[config.mk]
export PLATFORM = sky130hd
export DESIGN_NAME = lut_truth_table_sweeper
export DESIGN_NICKNAME = d
export VERILOG_FILES = /design/src/rtl/lut_sweep_pkg.sv /design/src/rtl/lut_sweep_tag_pipe.sv /design/src/rtl/lut_truth_table_sweeper.sv
export SDC_FILE = /design/constraint.sdc
export NUM_CORES = 1
export LEC_CHECK = 0
export ABC_AREA = 1
export ABC_CLOCK_PERIOD_IN_PS = 2250
export CAP_MARGIN = 20
export CORE_MARGIN = 8
export CORE_UTILIZATION = 53
export CTS_CLUSTER_SIZE = 14
export DETAILED_ROUTE_END_ITERATION = 8
export PLACE_DENSITY = 0.83
export REMOVE_ABC_BUFFERS = 1
export SYNTH_ARGS = -nofsm -noshare
export SYNTH_HDL_FRONTEND = slang
export SYNTH_SLANG_ARGS = --single-unit
[constraint.sdc]
create_clock -name clk -period 2.25 [get_ports clk]
set_input_delay 0.45 -clock clk [delete_from_list [all_inputs] [get_ports clk]]
set_output_delay 0.45 -clock clk [all_outputs]
set_load 0.01 [all_outputs]
[src/rtl/lut_sweep_pkg.sv]
// Shared types and sizing helpers for the LUT truth-table sweeper.
// Imported by the sweeper top and its tag pipeline.
package lut_sweep_pkg;

  typedef enum logic [1:0] {
    IDLE,
    SWEEP,
    DRAIN,
    HOLD
  } sweep_state_e;

  localparam int IN_BITS_DEF = 6;
  localparam int NUM_CODES = 2 ** IN_BITS_DEF;

  function automatic int num_codes(int in_bits);
    return 2 ** in_bits;
  endfunction

  function automatic int tbl_width(int in_bits, int out_bits);
    return (2 ** in_bits) * out_bits;
  endfunction

endpackage

[src/rtl/lut_sweep_tag_pipe.sv]
// Shift register carrying {valid, index} alongside the neuron's latency.
// Depth 0 degenerates to a wire.
module lut_sweep_tag_pipe #(
  parameter int DEPTH = 0,
  parameter int IW    = 6
) (
  input  logic          clk,
  input  logic          rst_n,
  input  logic          flush,
  input  logic          in_valid,
  input  logic [IW-1:0] in_idx,
  output logic          out_valid,
  output logic [IW-1:0] out_idx,
  output logic          any_valid
);

  if (DEPTH == 0) begin : g_pass
    logic unused_pass;
    assign unused_pass = ^{clk, rst_n, flush};
    assign out_valid = in_valid;
    assign out_idx   = in_idx;
    assign any_valid = in_valid;
  end else begin : g_regs
    logic [DEPTH-1:0] v_q;
    logic [DEPTH-1:0] v_d;
    logic [IW-1:0]    idx_q [DEPTH];
    logic [IW-1:0]    idx_d [DEPTH];

    always_comb begin
      v_d[0]   = in_valid;
      idx_d[0] = in_idx;
      for (int i = 1; i < DEPTH; i++) begin
        v_d[i]   = v_q[i-1];
        idx_d[i] = idx_q[i-1];
      end
      if (flush) v_d = '0;
    end

    always_ff @(posedge clk or negedge rst_n) begin
      if (!rst_n) begin
        v_q <= '0;
        for (int i = 0; i < DEPTH; i++)
          idx_q[i] <= '0;
      end else begin
        v_q <= v_d;
        for (int i = 0; i < DEPTH; i++)
          idx_q[i] <= idx_d[i];
      end
    end

    assign out_valid = v_q[DEPTH-1];
    assign out_idx   = idx_q[DEPTH-1];
    assign any_valid = in_valid | (|v_q);
  end

endmodule

[src/rtl/lut_truth_table_sweeper.sv]
// Drives every input code into a LUT neuron and packs the responses
// into a single truth-table word returned over valid/ready.
module lut_truth_table_sweeper
  import lut_sweep_pkg::*;
#(
  parameter int IN_BITS     = 6,
  parameter int OUT_BITS    = 1,
  parameter int LUT_LATENCY = 0
) (
  input  logic                 clk,
  input  logic                 rst_n,
  input  logic                 start_valid,
  output logic                 start_ready,
  input  logic                 abort,
  output logic [IN_BITS-1:0]   lut_addr,
  input  logic [OUT_BITS-1:0]  lut_data,
  output logic                 tbl_valid,
  input  logic                 tbl_ready,
  output logic [tbl_width(IN_BITS, OUT_BITS)-1:0] tbl_data,
  output logic                 busy
);

  localparam int TW = tbl_width(IN_BITS, OUT_BITS);
  localparam int NC = num_codes(IN_BITS);
  localparam logic [IN_BITS:0] LAST = (IN_BITS+1)'(NC - 1);

  sweep_state_e     state_q, state_d;
  logic [IN_BITS:0] cnt_q, cnt_d;
  logic [TW-1:0]    tbl_q, tbl_d;

  logic               abort_act;
  logic               tag_in_v;
  logic               tag_out_v;
  logic [IN_BITS-1:0] tag_out_idx;
  logic               tag_any;

  assign abort_act = abort &
    ((state_q == SWEEP) | (state_q == DRAIN));
  assign tag_in_v = (state_q == SWEEP);

  lut_sweep_tag_pipe #(
    .DEPTH (LUT_LATENCY),
    .IW    (IN_BITS)
  ) u_tag_pipe (
    .clk       (clk),
    .rst_n     (rst_n),
    .flush     (abort_act),
    .in_valid  (tag_in_v),
    .in_idx    (cnt_q[IN_BITS-1:0]),
    .out_valid (tag_out_v),
    .out_idx   (tag_out_idx),
    .any_valid (tag_any)
  );

  always_comb begin
    state_d = state_q;
    cnt_d   = cnt_q;
    tbl_d   = tbl_q;
    if (tag_out_v)
      tbl_d[int'(tag_out_idx)*OUT_BITS +: OUT_BITS] = lut_data;
    unique case (state_q)
      IDLE: begin
        if (start_valid) begin
          state_d = SWEEP;
          cnt_d   = '0;
          tbl_d   = '0;
        end
      end
      SWEEP: begin
        if (cnt_q == LAST) state_d = DRAIN;
        else cnt_d = cnt_q + 1'b1;
      end
      DRAIN: begin
        if (!tag_any) state_d = HOLD;
      end
      HOLD: begin
        if (tbl_ready) begin
          state_d = IDLE;
          cnt_d   = '0;
        end
      end
    endcase
    // Abort overrides any same-cycle completion.
    if (abort_act) begin
      state_d = IDLE;
      cnt_d   = '0;
    end
  end

  always_ff @(posedge clk or negedge rst_n) begin
    if (!rst_n) begin
      state_q <= IDLE;
      cnt_q   <= '0;
      tbl_q   <= '0;
    end else begin
      state_q <= state_d;
      cnt_q   <= cnt_d;
      tbl_q   <= tbl_d;
    end
  end

  assign lut_addr    = cnt_q[IN_BITS-1:0];
  assign start_ready = (state_q == IDLE);
  assign busy        = (state_q != IDLE);
  assign tbl_valid   = (state_q == HOLD);
  assign tbl_data    = tbl_q;

endmodule
==> results of run 1 <==
## stage by stage
stage               utilization (%)  instance area (um^2)
floorplan                         -                  4190
global placement               66.1                  5350
detailed placement             66.1                  5350
CTS                            68.0                  5510
global route                   69.3                  5610
finish                         69.3                  5610
## final cells by class
type,count,area (um^2),share of cell area [%]
Clock buffer,12,135,2.41
Clock inverter,3,18.8,0.335
Inverter,77,294,5.24
Multi-Input combinational cell,422,2110,37.7
Sequential cell,73,1830,32.6
Tap cell,105,131,2.34
Timing Repair Buffer,111,1090,19.4
## cell usage in the layout (no fill, tap or decap), types with 3 or more instances in the layout
cell type / Yosys / routed
sky130_fd_sc_hd__buf_4: 11 / 28
sky130_fd_sc_hd__nor3_1: 7 / 7
sky130_fd_sc_hd__buf_12: 0 / 4
sky130_fd_sc_hd__nand2_2: 5 / 5
sky130_fd_sc_hd__clkinv_2: 0 / 3
sky130_fd_sc_hd__nor2_4: 9 / 10
sky130_fd_sc_hd__clkbuf_8: 0 / 9
sky130_fd_sc_hd__inv_2: 8 / 8
sky130_fd_sc_hd__dfrtp_1: 73 / 73
sky130_fd_sc_hd__clkbuf_1: 6 / 3
sky130_fd_sc_hd__a21oi_1: 36 / 36
sky130_fd_sc_hd__inv_1: 69 / 67
sky130_fd_sc_hd__nand2_1: 119 / 119
sky130_fd_sc_hd__ha_1: 7 / 5
sky130_fd_sc_hd__o21ai_1: 3 / 3
sky130_fd_sc_hd__nor2_1: 110 / 106
sky130_fd_sc_hd__nand3_1: 45 / 43
sky130_fd_sc_hd__o21ai_0: 30 / 30
sky130_fd_sc_hd__clkdlybuf4s50_1: 0 / 77
sky130_fd_sc_hd__nand4_1: 35 / 35
sky130_fd_sc_hd__nor2_2: 7 / 10
## registers in the layout (all words and copies together), names as in the netlist
name and cells:
tbl_data 64, cnt_q 7, state_q 2
## per-layer routing
layer | GRT usage, % | share of wire [%] | vias up
met5 | 0 | 0 | -
met4 | 8.04 | 2.5 | 0
met3 | 4.62 | 6.6 | 35
met2 | 36.3 | 50 | 169
met1 | 27.5 | 41 | 2082
li1 | - | - | 2109
## kinds of logic after synthesis
logic type | count (synthesis) | share of synthesized area [%]
AO/OA/AOI/OAI | 71 | 8.26
XOR/XNOR | 2 | 1.26
adder cells (fa/ha/maj) | 7 | 2.01
buffers and inverters | 105 | 10.6
flip-flops | 73 | 41.9
AND/OR/NAND/NOR | 342 | 36.0
## worst max path at each step
stage | cells after the start | startpoint | endpoint
3_5_place_dp | 12 | cnt_q[2]$_DFFE_PN0P_ | tbl_data[48]$_DFF_PN0_
4_1_cts | 12 | cnt_q[2]$_DFFE_PN0P_ | tbl_data[47]$_DFF_PN0_
2_1_floorplan | 11 | cnt_q[0]$_DFFE_PN0P_ | tbl_data[28]$_DFF_PN0_
3_3_place_gp | 14 | cnt_q[1]$_DFFE_PN0P_ | tbl_data[45]$_DFF_PN0_
6_report | 12 | cnt_q[2]$_DFFE_PN0P_ | tbl_data[48]$_DFF_PN0_
5_1_grt | 8 | cnt_q[4]$_DFFE_PN0P_ | tbl_data[48]$_DFF_PN0_
## report_power, final
part / leakage, nW / switching [mW] / internal [mW] / total [mW]
clock: 0.0802 / 0.489 / 0.394 / 0.884
sequential: 1.02 / 0.0325 / 1.35 / 1.38
combinational: 1.53 / 1.66 / 0.815 / 2.47
## what timing repair did
action                     4_1_cts  5_1_grt
setup endpoints to repair        0       53
setup buffers                    0        3
resized for setup                0       12
==> impl_metrics.yaml, run 1 <==
synth:
  ys_types: 26
  synth_async_sr_flop_share_pct: 100
  yosys.cell_count.top_type: "sky130_fd_sc_hd__nand2_1"
  ys_ff_latch: 73
  synth_enable_flop_cells: 0
  synth_top_area_cell: "sky130_fd_sc_hd__dfrtp_1"
  synthDominantCellAreaShare_pct: 41.9
  commonest_cells_post_synth: "sky130_fd_sc_hd__nand2_1 (119), sky130_fd_sc_hd__nor2_1 (110), sky130_fd_sc_hd__dfrtp_1 (73)"
  dominantRegCellSynth: "sky130_fd_sc_hd__dfrtp_1"
  post_synthesis_instance_area_um2: 4360
  yosysWarnings: 0
  synthTopCellsByArea: "sky130_fd_sc_hd__dfrtp_1 (42%), sky130_fd_sc_hd__nand2_1 (10%), sky130_fd_sc_hd__nor2_1 (9.5%)"
  portion_of_the_post_synthesis_area_used_by_sequential_elements_pct: 41.9
  post_synthesis_cells: 600
  syn_avg_cell_area_um2: 7.27
timing:
  timing_hold_violations_final: 0
  timing.setup.tns_ps: 0
  finalWorstPathRequiredPeriod_ps: 2150
  fin_crit_sh_pct: 95.5
  worst_slack_ps: 100
  worst_pin_slew_ps: 654
  fmax_mhz: 465
  maxSlewViolCount: 0
  timing.clock.skew_ps: 9.94
  report.final.setup_viol: 0
  worst_hold_slack_ps: 33.2
  slew_headroom_pct: 56.3
grt:
  antenna_found_initial: 0
  grt_first_pass_wirelength_mm: 20.7
  grt_max_degree: 34
  globalRouteOverflowTotal: 0
  vias_in_the_first_global_route: 4303
  grt.total_usage_pct: 21.9
die:
  rows: 33
  floorplan.die.height_um: 107
  die_width_um: 107
  top_level_ports: 79
  floorplan.core_area_um2: 8090
  die_area_um2: 11400
  initial_utilization_pct: 53.9
setup_path:
  critical_path.top_delay_family: "simple AND/OR/NAND/NOR gates"
  crit_path_category: "reg -> reg"
  crit_top_cell: "sky130_fd_sc_hd__inv_1"
  critical_path_buf_inv_count: 3
  crit_path_cell_trace: "nor2_2 -> nand3_2 -> nor2_4 -> ha_4 -> inv_1 -> nand2_1 -> inv_1 -> nand2_2 -> clkinv_2 -> nand3_1 -> o21ai_0 -> a21oi_1"
  critical_r2r_launch: "cnt_q[2]$_DFFE_PN0P_"
  crit_required_ps: 2470
  logic_depth_of_the_worst_register_to_register_path: 12
  critical-path-max-stage-delay_ps: 390
  setup.reg_to_reg.worst_slack_ps: 100
  timing.critical_path.arrival_ps: 2370
  setup.worst_path.start_class: "flop"
  critPathSlowestCell: "sky130_fd_sc_hd__dfrtp_1"
  critical_path.endpoint_type: "flop"
  worstPathMaxFanout: 17
  critical_path.reg2reg.endpoint: "tbl_data[48]$_DFF_PN0_"
cts:
  clkSinkCount: 73
  cts_buffers: 9
  cts.htree.levels: 3
  tritoncts: "done"
  clkSlewWorstSetupHoldPaths_ps: 80
  cts_hold_repair.buffers: 0
  clockBufferDepth: 2
  buffer_cell_driving_the_clock_tree_root: "sky130_fd_sc_hd__clkbuf_8"
  worstSkewPairLatency_ps: 350
place:
  place_hpwl_mm: 8.97
  port_buffers: 78
  numPlacedInstances: 784
  dp_slack_ps: 66.0
  gp_routability_congestion: 0.893
pwr:
  power.ir.vdd_worst_v: 0.000489
  post-layout-total-power_mw: 4.74
  power.density_nw_per_um2: 844
  static-leakage-power_nw: 2.63
layout:
  n_antenna_cell: 0
  layout.filler_cells: 681
  final_instance_count_without_filler_cells: 803
  post_route_cells_drive_above_1_share_pct: 13.0
  area_growth_syn_to_layout_pct: 28.6
  design.final.nets: 707
routing:
  drt_pre_antenna_iters: 6
  num_vias: 4395
  drcViolationCount: 0
  detailed_route_wire_length_mm: 12.5
  detailed_route_wire_length_per_cell_um: 15.6
  ant_nets: 0
  initial_drc_count: 279
  viasPerCell: 5.47
flow_run:
  drv.max_cap_violation_count: 0
hold_path:
  hold_path.class: "in -> async"
run_status:
  status: "finished, final reports clean"
Power figures use the tool's default switching activity.
==> run 2: changes to the inputs <==
--- a/config.mk
+++ b/config.mk
@@ -8,7 +8,6 @@
 export ABC_AREA = 1
 export ABC_CLOCK_PERIOD_IN_PS = 2250
 export CAP_MARGIN = 20
-export CORE_MARGIN = 8
 export CORE_UTILIZATION = 53
 export CTS_CLUSTER_SIZE = 14
 export DETAILED_ROUTE_END_ITERATION = 8
==> run 2 against run 1 <==
Against the previous run: sequential cell count unchanged; clock power up 43%; core utilization increased by 2.6 points; largest cell class unchanged; largest power group unchanged; highest routed layer unchanged.
==> impl_metrics.yaml, run 2 (same netlist as run 1, synthesis figures left out) <==
timing:
  rsz_0062_raised_after_global_routing: "true"
  fin_crit_sh_pct: 95.7
  timing.clock.skew_ps: 8.29
  report.final.setup_viol: 0
  timing.setup.tns_ps: 0
  worst_pin_slew_ps: 401
  worst_hold_slack_ps: 117
  slew_headroom_pct: 73.2
  timing_hold_violations_final: 0
  maxSlewViolCount: 0
  fmax_mhz: 464
  finalWorstPathRequiredPeriod_ps: 2150
setup_path:
  critical-path-max-stage-delay_ps: 540
  worstPathMaxFanout: 4
  crit_required_ps: 1800
  critPathSlowestCell: "sky130_fd_sc_hd__clkdlybuf4s50_1"
  crit_path_category: "reg -> out"
  setup.worst_path.start_class: "flop"
  crit_top_cell: "sky130_fd_sc_hd__inv_1"
  critical_path.endpoint_type: "output pin"
  crit_path_cell_trace: "inv_1 -> ha_1 -> inv_1 -> clkdlybuf4s50_1"
  timing.critical_path.arrival_ps: 1700
hold_path:
  hold_path.class: "in -> async"
routing:
  detailed_route_wire_length_mm: 11.8
  viasPerCell: 5.55
  drcViolationCount: 0
  num_vias: 4439
  detailed_route_wire_length_per_cell_um: 14.7
  drt_pre_antenna_iters: 5
  initial_drc_count: 336
  ant_nets: 0
die:
  floorplan.core_area_um2: 7850
  initial_utilization_pct: 55.6
  top_level_ports: 79
  floorplan.die.height_um: 92.7
  die_width_um: 92.7
  die_area_um2: 8600
  rows: 32
cts:
  tritoncts: "done"
  clockBufferDepth: 2
  worstSkewPairLatency_ps: 350
  buffer_cell_driving_the_clock_tree_root: "sky130_fd_sc_hd__clkbuf_8"
  clkSlewWorstSetupHoldPaths_ps: 80
  cts_buffers: 9
  cts.htree.levels: 3
  cts_hold_repair.buffers: 0
  clkSinkCount: 73
layout:
  largest_register_ffs: 64
  n_antenna_cell: 0
  area_growth_syn_to_layout_pct: 29.4
  post_route_cells_drive_above_1_share_pct: 13.3
  layout.cells.most_common_list: "sky130_fd_sc_hd__nand2_1 (119), sky130_fd_sc_hd__nor2_1 (103), sky130_fd_sc_hd__clkdlybuf4s50_1 (77), sky130_fd_sc_hd__dfrtp_1 (73), sky130_fd_sc_hd__inv_1 (69)"
  most_common_cell_after_layout_fill_and_taps_aside: "sky130_fd_sc_hd__nand2_1"
  design.final.nets: 706
pwr:
  power.ir.vdd_worst_v: 0.000478
  static-leakage-power_nw: 2.66
  power.density_nw_per_um2: 883
grt:
  grt.total_usage_pct: 28.8
  grt_max_degree: 74
  grt_first_pass_wirelength_mm: 19.5
  globalRouteOverflowTotal: 0
  antenna_found_initial: 0
  vias_in_the_first_global_route: 4276
place:
  gp_routability_congestion: 0.902
  place_hpwl_mm: 8.17
  port_buffers: 78
flow_run:
  drv.max_cap_violation_count: 0
run_status:
  status: "finished, final reports clean"
run 2: cell count changes in the layout (fill, tap and decap cells not counted), moves of 2 or more:
cell	previous run	this run
sky130_fd_sc_hd__nor2_2	10	14
sky130_fd_sc_hd__bufinv_16	0	3
sky130_fd_sc_hd__clkinv_2	3	0
sky130_fd_sc_hd__nor2_1	106	103
sky130_fd_sc_hd__clkbuf_1	3	1
sky130_fd_sc_hd__inv_1	67	69
run 2: per-layer routing:
metal	vias to the layer above	GRT usage (%)	wire [um]
li1	2114	-	-
met1	2035	37.3	4980
met2	240	46.0	5570
met3	50	5.17	876
met4	0	15.0	367
met5	-	0	0
run 2: final cells by class:
type | count | area, um^2
clock buffer | 10 | 128
clock inverter | 6 | 115
sequential | 73 | 1830
tap | 102 | 128
multi-input combinational | 422 | 2100
fill | 616 | 2200
inverter | 77 | 292
timing repair buffer | 110 | 1050
run 2: path summary, 6_finish.rpt:
kind                                          end  slack, ps              startpoint  cells after the start
hold reg to reg            tbl_data[18]$_DFF_PN0_        510  tbl_data[18]$_DFF_PN0_                      2
setup reg to reg           tbl_data[17]$_DFF_PN0_        100    cnt_q[2]$_DFFE_PN0P_                     12
max in group asynchronous  tbl_data[26]$_DFF_PN0_       1820                   rst_n                      2
min in group clk           tbl_data[18]$_DFF_PN0_        510  tbl_data[18]$_DFF_PN0_                      2
setup / recovery                             busy        100  state_q[0]$_DFFE_PN0P_                      4
hold / removal             tbl_data[22]$_DFF_PN0_        120                   rst_n                      2
run 2: power breakdown:
part           internal, mW  total [mW]  switching (mW)
clock network         0.743        1.26           0.519
logic                 0.721        2.34            1.62
registers              1.35        1.38          0.0338
run 2: what timing repair did:
item | 4_1_cts | 5_1_grt
pin swaps | 0 | 3
gates cloned | 0 | 0
hold endpoints to repair | 0 | 0
setup buffers | 0 | 3
gates resized for setup | 1 | 10
endpoints found under the setup margin | 1 | 53
run 2: worst max-delay path: cells and delay by family, from the launching register on:
family	cells	cell delay (ps)
flops	1	410
buf+inv	3	700
fa+ha+maj	1	240
run 2: stage by stage:
| stage | std cells | util [%] | worst slack, ps | total power, mW | area [um^2] |
|---|---|---|---|---|---|
| after floorplan | 572 | - | -246 | 2.81 | 4190 |
| after global placement | 781 | 68.1 | 143 | 3.57 | 5350 |
| after detailed placement | 781 | 68.1 | 47.0 | 3.64 | 5350 |
| after CTS | 797 | 71.3 | 14.7 | 4.90 | 5590 |
| after global routing | 800 | 71.9 | -48.4 | 5.25 | 5640 |
| final | 800 | 71.9 | 95.7 | 4.98 | 5640 |
==> variant 1 (settings of run 2) <==
The 4 states of `sweep_state_e` get a one-hot encoding in 4 bits.
--- a/src/rtl/lut_sweep_pkg.sv
+++ b/src/rtl/lut_sweep_pkg.sv
@@ -2,11 +2,11 @@
 // Imported by the sweeper top and its tag pipeline.
 package lut_sweep_pkg;
 
-  typedef enum logic [1:0] {
-    IDLE,
-    SWEEP,
-    DRAIN,
-    HOLD
+  typedef enum logic [3:0] {
+    IDLE  = 4'b0001,
+    SWEEP = 4'b0010,
+    DRAIN = 4'b0100,
+    HOLD  = 4'b1000
   } sweep_state_e;
 
   localparam int IN_BITS_DEF = 6;
Formal check against the unedited RTL: no difference found for any inputs over 10 cycles, from zero or initial values and one cycle with rst_n low; not proved beyond that.
==> variant 1 against run 2 <==
  * Total power increased by 45%
  * Worst setup slack improved by 0.028 ns
  * Synthesized area increased by 4.5%
  * Routed wire length decreased by 0.42%
  * Cell count decreased by 0.13%
  * Combinational power increased by 73%
  * Sequential share of layout area increased by 0.10 points
  * Sequential cell count increased by 2
  * Fmax increased by 1.3%
  * Global-route usage decreased by 0.18 points
  * Final area increased by 2.6%
  * Core utilization decreased by 1.8 points
  * Count of clock-buffer cells in the layout unchanged
==> variant 1: results (changes against run 2) <==
status completed; synth top area cells dfrtp_1 41%, nand2_1 8.9%, nor2_1 8.7%; First-pass DRT Iterations 4 (-1); CTS hold repair buffers 1 (+1); clock group total power 1.14 mW (-9.5%); vias in the first global route 4,121 (-3.6%); first-pass GRT wire length 19,800 µm (+1.3%); syn_area_per_cell 7.66 µm² (+5.4%); sequential area share after synthesis 41.2% (-0.68 points); largest net degree at the start of global routing 35 (-53%); met2 usage in global routing 45.2% (-0.85 points); post-synthesis adder-cell area fraction 0.823% (-1.2 points); GRT Util Overall 28.6% (-0.18 points); met2 routed WL 5540 µm (-0.57%); wire per inst 14.7 µm (-0.30%); dpl cells 775 (-0.77%); routed wire length on met3 624 µm (-29%); Worst Path Arrival 1.68 ns (-0.02 ns); fillers 654 (+6.2%); GRT met3 Usage 4.19% (-0.99 points); share of cells above drive strength 1 15.9% (+2.5 points); clk_skew 0.0110 ns (+0.00274 ns); synth cell count leaders 108 x nand2_1, 106 x nor2_1, 74 x dfrtp_1; Via density 5.38 (-3.1%); Yosys cell types 44 (+69%); Worst IR Drop VDD 0.629 mV (+31%); M1 GR Usage 39.8% (+2.5 points); Area after DPL 5470 µm² (+2.4%); Synth Area in Compound Gates 6.86% (-1.4 points); Rel. slew slack 69.2% (-4.1 points); Layout Nets 698 (-1.1%); Leakage 2.79 nW (+5.1%); Comb pwr share 55.8% (+8.8 points); Final HPWL DP 8470 µm (+3.7%); initial drt markers 252 (-25%); Final Wtd Congestion 0.946 (+4.9%); post-placement setup slack 0.0639 ns (+0.0169 ns); routed length on met1 5330 µm (+7.0%)
## variant 1: logic make-up after synthesis
group	count (synthesis)
flip-flops	75
adder cells (fa/ha/maj)	3
XOR/XNOR	7
buffers and inverters	103
AND/OR/NAND/NOR	348
AO/OA/AOI/OAI	59
## variant 1: final timing paths
check | slack, ns | to | startpoint
worst max-delay path | 0.12 | tbl_valid | state_q[1]
worst min-delay path | 0.50 | tbl_data[20] | rst_n
worst max register to register | 0.15 | tbl_data[44] | cnt_q[2]
worst min register to register | 0.52 | tbl_data[55] | tbl_data[55]
max in group asynchronous | 1.09 | tbl_data[42] | rst_n
min in group clk | 0.52 | tbl_data[55] | tbl_data[55]
## variant 1: final cells by class
class / count / area (µm²) / share of cell area, %
Timing Repair Buffer: 112 / 1060 / 18.4
Clock buffer: 10 / 128 / 2.20
Clock inverter: 6 / 90.1 / 1.56
Multi-Input combinational cell: 417 / 2210 / 38.2
Tap cell: 105 / 131 / 2.27
Inverter: 74 / 287 / 4.95
Sequential cell: 75 / 1880 / 32.5
==> variant 2 (config.mk and constraints of run 2) <==
Without the edit above. The parameter `LUT_LATENCY` goes from 0 to 1.
--- a/src/rtl/lut_truth_table_sweeper.sv
+++ b/src/rtl/lut_truth_table_sweeper.sv
@@ -5,7 +5,7 @@
 #(
   parameter int IN_BITS     = 6,
   parameter int OUT_BITS    = 1,
-  parameter int LUT_LATENCY = 0
+  parameter int LUT_LATENCY = 1
 ) (
   input  logic                 clk,
   input  logic                 rst_n,
Function: changed (Yosys sat finds a counterexample within 4 cycles, from zero or initial values and one cycle with rst_n low).
==> variant 2 against run 2 <==
  * Cell count increased by 2.4%
  * Final area grew 0.71%
  * Routed wire length shrank 2.5%
  * Synthesized area is 2.8% higher
  * Total power is 16% lower
  * Non-clock buffer count is 8 lower
  * Combinational power shrank 32%
  * Die area increased by 2.7%
  * Synthesized cell count rose by 3.7%
  * Largest cell class unchanged
  * Highest routed layer unchanged
  * Count of clock-buffer cells in the layout unchanged
  * Global-route usage decreased by 0.61 points
  * Sequential cell count rose by 7
  * Worst setup slack lost 0.026 ns
==> variant 2: results (changes against run 2) <==
first-pass GRT wire length 19,600 µm (+0.35%); routed length on met1 4950 µm (-0.72%); wirelength, routed 11,500 µm (-2.5%); register area 2000 µm² (+9.6%); GRT met3 Usage 4.37% (-0.80 points); Comb pwr share 38.5% (-8.5 points); met2 usage in global routing 46.3% (+0.24 points); initial drt markers 326 (-3.0%); synth cell count leaders 144 x nand2_1, 128 x nor2_1, 80 x dfrtp_1; met2 routed WL 5590 µm (+0.32%); non-clock inverter count 79 (+2.6%); comb pwr 1.60 mW (-32%); M1 GR Usage 37.8% (+0.46 points); footprint of the multi-input gates 2080 µm² (-1.2%); status completed; Layout Nets 722 (+2.3%); post-placement setup slack 0.0781 ns (+0.0310 ns); post-synthesis xor/xnor area fraction 1.56% (+0.30 points); Least-Margin Pin Slew 0.534 ns (+0.132 ns); GRT Util Overall 28.2% (-0.61 points); Leakage 2.78 nW (+4.8%); post-synthesis adder-cell area fraction 1.95% (-0.054 points); Worst IR Drop VDD 0.707 mV (+48%); largest net degree at the start of global routing 43 (-42%); Yosys cell types 31 (+19%); Yosys reg bits 80 (+9.6%)
## variant 2: cell count changes after synthesis, sizes merged, moves of 2 or more
cell / run 2 / this run
a21oi: 36 / 20
a31oi: 0 / 2
dfrtp: 73 / 80
nand2: 124 / 145
nand3: 45 / 38
nor2: 126 / 140
nor3: 8 / 16
o21a: 2 / 0
o21ai: 33 / 22
o21bai: 0 / 2
xor2: 1 / 3
## variant 2: path summary, 6_finish.rpt
path	startpoint	endpoint	slack [ns]	depth (start not counted)
worst min register to register	cnt_q[1]	u_tag_pipe.out_idx[1]	0.47	0
max in group asynchronous	rst_n	tbl_data[57]	1.58	2
worst max-delay path	state_q[0]	busy	0.07	4
min in group clk	cnt_q[1]	u_tag_pipe.out_idx[1]	0.47	0
worst min-delay path	rst_n	cnt_q[0]	0.07	1
worst max register to register	u_tag_pipe.out_idx[0]	tbl_data[50]	0.16	7
## variant 2: repair_timing
item,4_1_cts,5_1_grt
gates resized for setup,0,15
hold endpoints to repair,0,0
endpoints found under the setup margin,0,57
buffers inserted,0,2
